## src/rtl/controller_pkg.sv

```systemverilog
// Shared controller types: memory command encoding, bus master states, timeout counter width.
// Used by the controller, data path and the Wishbone bus master.
package controller_pkg;

   typedef enum logic [1:0] {
      NONE  = 2'b00,
      READ  = 2'b01,
      WRITE = 2'b10
   } memory_command_t;

   typedef enum logic [1:0] {
      IDLE = 2'b00,
      BUS  = 2'b01,
      DONE = 2'b10
   } bus_state_t;

   localparam int BUS_TIMEOUT_WIDTH = 8;

endpackage

```

## src/rtl/wishbone_bus_master_if.sv

```systemverilog
// Wishbone classic (B3) signal bundle between the core's bus master and a single slave.
// The master modport drives the cycle controls; the slave modport drives data and termination.
interface wishbone_bus_master_if;
   logic        cyc_o;
   logic        stb_o;
   logic        we_o;
   logic [31:0] adr_o;
   logic [31:0] dat_o;
   logic [3:0]  sel_o;
   logic [31:0] dat_i;
   logic        ack_i;
   logic        err_i;

   modport master (
      output cyc_o, stb_o, we_o, adr_o, dat_o, sel_o,
      input  dat_i, ack_i, err_i
   );

   modport slave (
      input  cyc_o, stb_o, we_o, adr_o, dat_o, sel_o,
      output dat_i, ack_i, err_i
   );
endinterface

```

## src/rtl/wishbone_bus_master.sv

```systemverilog
// Runs one Wishbone classic cycle per memory_command; latency 2 + slave wait states to memory_done.
// The slave stalls by withholding ack_i/err_i; the cycle aborts with bus_error after TIMEOUT_CYCLES.
module wishbone_bus_master
   import controller_pkg::*;
#(
   parameter int unsigned TIMEOUT_CYCLES = 255
) (
   input  logic                  clk,
   input  logic                  reset,
   input  memory_command_t       memory_command,
   input  logic                  misaligned_exception,
   input  logic [31:0]           read_memory_address,
   input  logic [31:0]           write_memory_address,
   input  logic [31:0]           write_memory_data,
   input  logic [3:0]            store_sel,
   output logic [31:0]           read_data,
   output logic                  memory_done,
   output logic                  bus_error,
   wishbone_bus_master_if.master wb
);

   localparam logic [BUS_TIMEOUT_WIDTH-1:0] TIMEOUT_LAST = BUS_TIMEOUT_WIDTH'(TIMEOUT_CYCLES - 1);

   bus_state_t                   state, state_nxt;
   logic [BUS_TIMEOUT_WIDTH-1:0] count, count_nxt;
   logic                         start_read, start_write;
   logic                         finish, fail, capture;

   always_comb begin
      state_nxt   = state;
      count_nxt   = count;
      start_read  = 1'b0;
      start_write = 1'b0;
      finish      = 1'b0;
      fail        = 1'b0;
      capture     = 1'b0;
      unique case (state)
         IDLE: begin
            count_nxt = '0;
            // Encodings other than READ/WRITE fall through as NONE.
            if (memory_command == READ || memory_command == WRITE) begin
               if (misaligned_exception) begin
                  state_nxt = DONE;
               end else begin
                  state_nxt   = BUS;
                  start_read  = (memory_command == READ);
                  start_write = (memory_command == WRITE);
               end
            end
         end
         BUS: begin
            if (wb.err_i) begin
               state_nxt = DONE;
               finish    = 1'b1;
               fail      = 1'b1;
            end else if (wb.ack_i) begin
               state_nxt = DONE;
               finish    = 1'b1;
               capture   = ~wb.we_o;
            end else if (count == TIMEOUT_LAST) begin
               state_nxt = DONE;
               finish    = 1'b1;
               fail      = 1'b1;
            end else begin
               count_nxt = count + 1'b1;
            end
         end
         DONE:    state_nxt = IDLE;
         default: state_nxt = IDLE;
      endcase
   end

   always_ff @(posedge clk or posedge reset) begin
      if (reset) begin
         state       <= IDLE;
         count       <= '0;
         wb.cyc_o    <= 1'b0;
         wb.stb_o    <= 1'b0;
         wb.we_o     <= 1'b0;
         wb.adr_o    <= '0;
         wb.dat_o    <= '0;
         wb.sel_o    <= '0;
         read_data   <= '0;
         memory_done <= 1'b0;
         bus_error   <= 1'b0;
      end else begin
         state       <= state_nxt;
         count       <= count_nxt;
         memory_done <= (state_nxt == DONE);
         bus_error   <= fail;
         if (start_read) begin
            wb.cyc_o <= 1'b1;
            wb.stb_o <= 1'b1;
            wb.we_o  <= 1'b0;
            wb.adr_o <= read_memory_address;
            wb.sel_o <= 4'b1111;
         end
         if (start_write) begin
            wb.cyc_o <= 1'b1;
            wb.stb_o <= 1'b1;
            wb.we_o  <= 1'b1;
            wb.adr_o <= write_memory_address;
            wb.sel_o <= store_sel;
            wb.dat_o <= write_memory_data;
         end
         if (finish) begin
            wb.cyc_o <= 1'b0;
            wb.stb_o <= 1'b0;
            wb.we_o  <= 1'b0;
         end
         if (capture) begin
            read_data <= wb.dat_i;
         end
      end
   end

endmodule

```

## src/flat_wrapper.sv

```systemverilog
// flat-port wrapper written by rule: the top's interface ports become plain ports
module wishbone_bus_master_flat import controller_pkg::*;
#(
   parameter int unsigned TIMEOUT_CYCLES = 255
)
  (clk, reset, memory_command, misaligned_exception, read_memory_address, write_memory_address, write_memory_data, store_sel, read_data, memory_done, bus_error, wb_cyc_o, wb_stb_o, wb_we_o, wb_adr_o, wb_dat_o, wb_sel_o, wb_dat_i, wb_ack_i, wb_err_i);
  wishbone_bus_master_if wb_i ();
  input  logic clk;
  input  logic reset;
  input  memory_command_t memory_command;
  input  logic misaligned_exception;
  input  logic [31:0] read_memory_address;
  input  logic [31:0] write_memory_address;
  input  logic [31:0] write_memory_data;
  input  logic [3:0] store_sel;
  output logic [31:0] read_data;
  output logic memory_done;
  output logic bus_error;
  output wire logic [$bits(wb_i.cyc_o)-1:0] wb_cyc_o;
  output wire logic [$bits(wb_i.stb_o)-1:0] wb_stb_o;
  output wire logic [$bits(wb_i.we_o)-1:0] wb_we_o;
  output wire logic [$bits(wb_i.adr_o)-1:0] wb_adr_o;
  output wire logic [$bits(wb_i.dat_o)-1:0] wb_dat_o;
  output wire logic [$bits(wb_i.sel_o)-1:0] wb_sel_o;
  input wire logic [$bits(wb_i.dat_i)-1:0] wb_dat_i;
  input wire logic [$bits(wb_i.ack_i)-1:0] wb_ack_i;
  input wire logic [$bits(wb_i.err_i)-1:0] wb_err_i;
  assign wb_cyc_o = wb_i.cyc_o;
  assign wb_stb_o = wb_i.stb_o;
  assign wb_we_o = wb_i.we_o;
  assign wb_adr_o = wb_i.adr_o;
  assign wb_dat_o = wb_i.dat_o;
  assign wb_sel_o = wb_i.sel_o;
  assign wb_i.dat_i = wb_dat_i;
  assign wb_i.ack_i = wb_ack_i;
  assign wb_i.err_i = wb_err_i;
  wishbone_bus_master #(.TIMEOUT_CYCLES(TIMEOUT_CYCLES)) u_core (.clk(clk), .reset(reset), .memory_command(memory_command), .misaligned_exception(misaligned_exception), .read_memory_address(read_memory_address), .write_memory_address(write_memory_address), .write_memory_data(write_memory_data), .store_sel(store_sel), .read_data(read_data), .memory_done(memory_done), .bus_error(bus_error), .wb(wb_i));
endmodule
```

## config.mk

```make
export PLATFORM = sky130hd
export DESIGN_NAME = wishbone_bus_master_flat
export DESIGN_NICKNAME = d
export VERILOG_FILES = /design/src/rtl/controller_pkg.sv /design/src/rtl/wishbone_bus_master_if.sv /design/src/rtl/wishbone_bus_master.sv /design/src/flat_wrapper.sv
export SDC_FILE = /design/constraint.sdc
export NUM_CORES = 1
export LEC_CHECK = 0
export ABC_AREA = 1
export CAP_MARGIN = 25
export CORE_ASPECT_RATIO = 1.4
export CORE_UTILIZATION = 43
export DETAILED_ROUTE_END_ITERATION = 10
export GPL_TIMING_DRIVEN = 0
export PLACE_DENSITY_LB_ADDON = 0.05
export SYNTH_ARGS = -nofsm -noshare
export SYNTH_HDL_FRONTEND = slang
export SYNTH_SLANG_ARGS = --single-unit
```

## constraint.sdc

```tcl
create_clock -name clk -period 10.7 [get_ports clk]
set_input_delay 3.21 -clock clk [delete_from_list [all_inputs] [get_ports clk]]
set_output_delay 3.21 -clock clk [all_outputs]
set_load 0.1 [all_outputs]
```

==> impl_metrics.json <==
{
  "status": "finished, final reports clean",
  "fmax_mhz": 192.2,
  "top_layer": "met4",
  "cts_tree": "built",
  "layout-drive-gt1-share_pct": 7.738,
  "startpoint_type": "register",
  "antenna_found_initial": 0,
  "n_antenna_cell": 0,
  "yosysTopAreaCell": "dfrtp_1",
  "drc": 0,
  "grt_overflow": 0,
  "fill_cells": 827,
  "grt_max_degree": 63,
  "htree_levels": 4,
  "place_hpwl_mm": 11.21,
  "cpPeakStageDelay_ns": 1.11,
  "hold_viol": 0,
  "yosys_register_bits": 114,
  "clock_latency_ns": 0.40,
  "tns_ns": 0,
  "crit_fanout": 3,
  "setup_viol": 0,
  "setup_ws_ns": 5.496,
  "drv_cap": 0,
  "slew_viol_final": 0,
  "dr.pass1.iters": 4,
  "cp_top_family": "buffers and inverters",
  "worst-endpoint-required_ns": 7.49,
  "min_period_ns": 5.204,
  "ys_seq_area_share_pct": 58.76,
  "worst_pin_slew_ns": 1.039,
  "cpMaxStageDelayCell": "clkdlybuf4s50_1",
  "wire_per_inst_um": 15.39,
  "rsz0062_at_grt": "no",
  "core-area_um2": 10920,
  "wl_mm": 15.10,
  "finClkSkew_ns": 0.006471,
  "grt_pass1_wl_mm": 24.05,
  "slew_headroom_pct": 30.50,
  "ctsResizeCount": 0,
  "dpl.cell_count": 949,
  "synth_area_per_cell_um2": 8.608,
  "die-area_um2": 11720,
  "clockBufferDepth": 2,
  "grt_use_total_pct": 26.76,
  "min_path_type": "reg -> reg",
  "yosysUniqueCellTypes": 25,
  "routed-wl-met3_mm": 1.172,
  "yosys-top-cells-area": "dfrtp_1 59%, nand2_1 17%, nand3_1 7.9%",
  "regArea_um2": 2853,
  "cts_buffers": 17,
  "endpoint_kind": "output pin",
  "r2r_setup_slack_ns": 9.13,
  "postCtsHoldBufs": 0,
  "fin_crit_sh_pct": 48.63,
  "drt-initial-drc-count": 177,
  "place_ws_ns": 5.503,
  "worstPathArrival_ns": 1.99,
  "path_class": "reg -> out",
  "cts-root-buf": "clkbuf_16",
  "grt_pass1_vias": 4925,
  "area_growth_pct": 67.09,
  "wl_met2_mm": 7.634,
  "cts.sink_count": 114,
  "die_w_um": 91.80,
  "rows": 45,
  "cts_setup_buffers": 0,
  "nNetsFinal": 970,
  "multiInputGateArea_um2": 1667,
  "netlist_area_um2": 4855,
  "path_cells": "buf_4, clkdlybuf4s50_1",
  "viasPerCell": 4.892,
  "cp.buffers_inverters": 2,
  "synth_top_area_share_pct": 58.76,
  "numPortBuffers": 243,
  "die_h_um": 127.7,
  "clk_pin_slew_worst_paths_ns": 0.05,
  "gp_congestion": 0.7931,
  "syn_nets": 707,
  "initial_core_util_pct": 44.44,
  "drt-met1-wl_mm": 5.560,
  "syn-instance-count": 564,
  "vias": 4799,
  "ant_nets": 0,
  "yosysWarnings": 0,
  "ios": 244,
  "fin_cells": 981
}
## state kept, by name (all words and copies together), names as in the netlist, 2 cells and up
name and count:
u_core.wb.adr_o 32, u_core.wb.dat_o 32, u_core.state 2, u_core.count 8, u_core.read_data 32, u_core.wb.sel_o 4
## logic make-up after synthesis
kind of cell | count (synthesis) | synth area share, %
AO/OA/AOI/OAI | 45 | 5.155
XOR/XNOR | 1 | 0.1804
adder cells (fa/ha/maj) | 4 | 1.031
buffers and inverters | 81 | 6.907
flip-flops | 114 | 58.76
AND/OR/NAND/NOR | 319 | 27.96
## placed cells by master, fill, tap and decap left out
| master | n |
|---|---|
| inv_6 | 1 |
| buf_16 | 1 |
| nor3_1 | 1 |
| clkdlybuf4s50_1 | 243 |
| inv_1 | 49 |
| clkbuf_16 | 17 |
| xnor2_1 | 1 |
| buf_1 | 2 |
| nor2_4 | 2 |
| inv_2 | 4 |
| clkbuf_1 | 6 |
| dfrtp_1 | 114 |
| bufinv_16 | 3 |
| o21ai_1 | 33 |
| o21ai_0 | 4 |
| nor3b_1 | 2 |
| o21a_1 | 1 |
| nand2_2 | 2 |
| nand4_4 | 1 |
| clkinvlp_4 | 3 |
| clkinv_2 | 3 |
| o31ai_1 | 3 |
| buf_4 | 2 |
| o22a_1 | 4 |
| nand2_1 | 221 |
| nand4_2 | 1 |
| ha_1 | 4 |
| nand3_1 | 77 |
| clkbuf_8 | 4 |
| nor2_2 | 1 |
| nand3_2 | 1 |
| nor2_1 | 10 |
| buf_2 | 19 |
## Yosys cell counts
cell / instances
nand2_1: 221
dfrtp_1: 114
nand3_1: 77
inv_1: 50
o21ai_1: 33
buf_2: 19
nor2_1: 10
clkbuf_1: 4
ha_1: 4
inv_2: 4
o21ai_0: 4
o22a_1: 4
o31ai_1: 3
buf_1: 2
buf_4: 2
nand2_2: 2
nor2_4: 2
nor3b_1: 2
nand3_2: 1
nand4_2: 1
nand4_4: 1
nor2_2: 1
nor3_1: 1
o21a_1: 1
xnor2_1: 1
## layer usage
layer,GRT usage [%],up-vias
met4,14.98,0
met3,9.846,45
met2,45.64,202
met5,0,-
met1,28.63,2250
li1,-,2302
## final cells by class
| class | instances | area share (%) |
|---|---|---|
| clock inverter | 9 | 1.573 |
| tap | 141 | 2.175 |
| multi-input combinational | 369 | 20.55 |
| sequential | 114 | 35.17 |
| clock buffer | 23 | 6.016 |
| buffer | 27 | 1.635 |
| inverter | 54 | 2.561 |
| timing repair buffer | 244 | 30.33 |
## worst min-delay path: stages, from the launching register on
cell,delay [ns]
dfrtp_1,0.34
nand2_1,0.05
nand2_1,0.05
## through the flow
stage                     util [%]  cell area [µm²]  hold slack [ns]
after global routing         74.26             8112           0.4960
after detailed placement     68.63             7496           0.4644
after floorplan                  -             4855           0.4983
final                        74.26             8112           0.4726
after global placement       68.33             7463           0.4618
after CTS                    74.26             8112           0.4795
## worst paths after layout
check | from | endpoint | cells past startpoint
max in group asynchronous | reset | u_core.wb.adr_o[24] | 3
worst max-delay path | u_core.wb.cyc_o | wb_stb_o | 2
worst min register to register | u_core.wb.dat_o[4] | u_core.wb.dat_o[4] | 2
worst min-delay path | u_core.wb.dat_o[4] | u_core.wb.dat_o[4] | 2
worst max register to register | u_core.state[1] | u_core.wb.adr_o[9] | 7
min in group asynchronous | reset | u_core.read_data[13] | 2
Power is left out: the tool's default activity adds up to more than one toggle a clock period on the data nets, which glitch-free logic cannot reach.
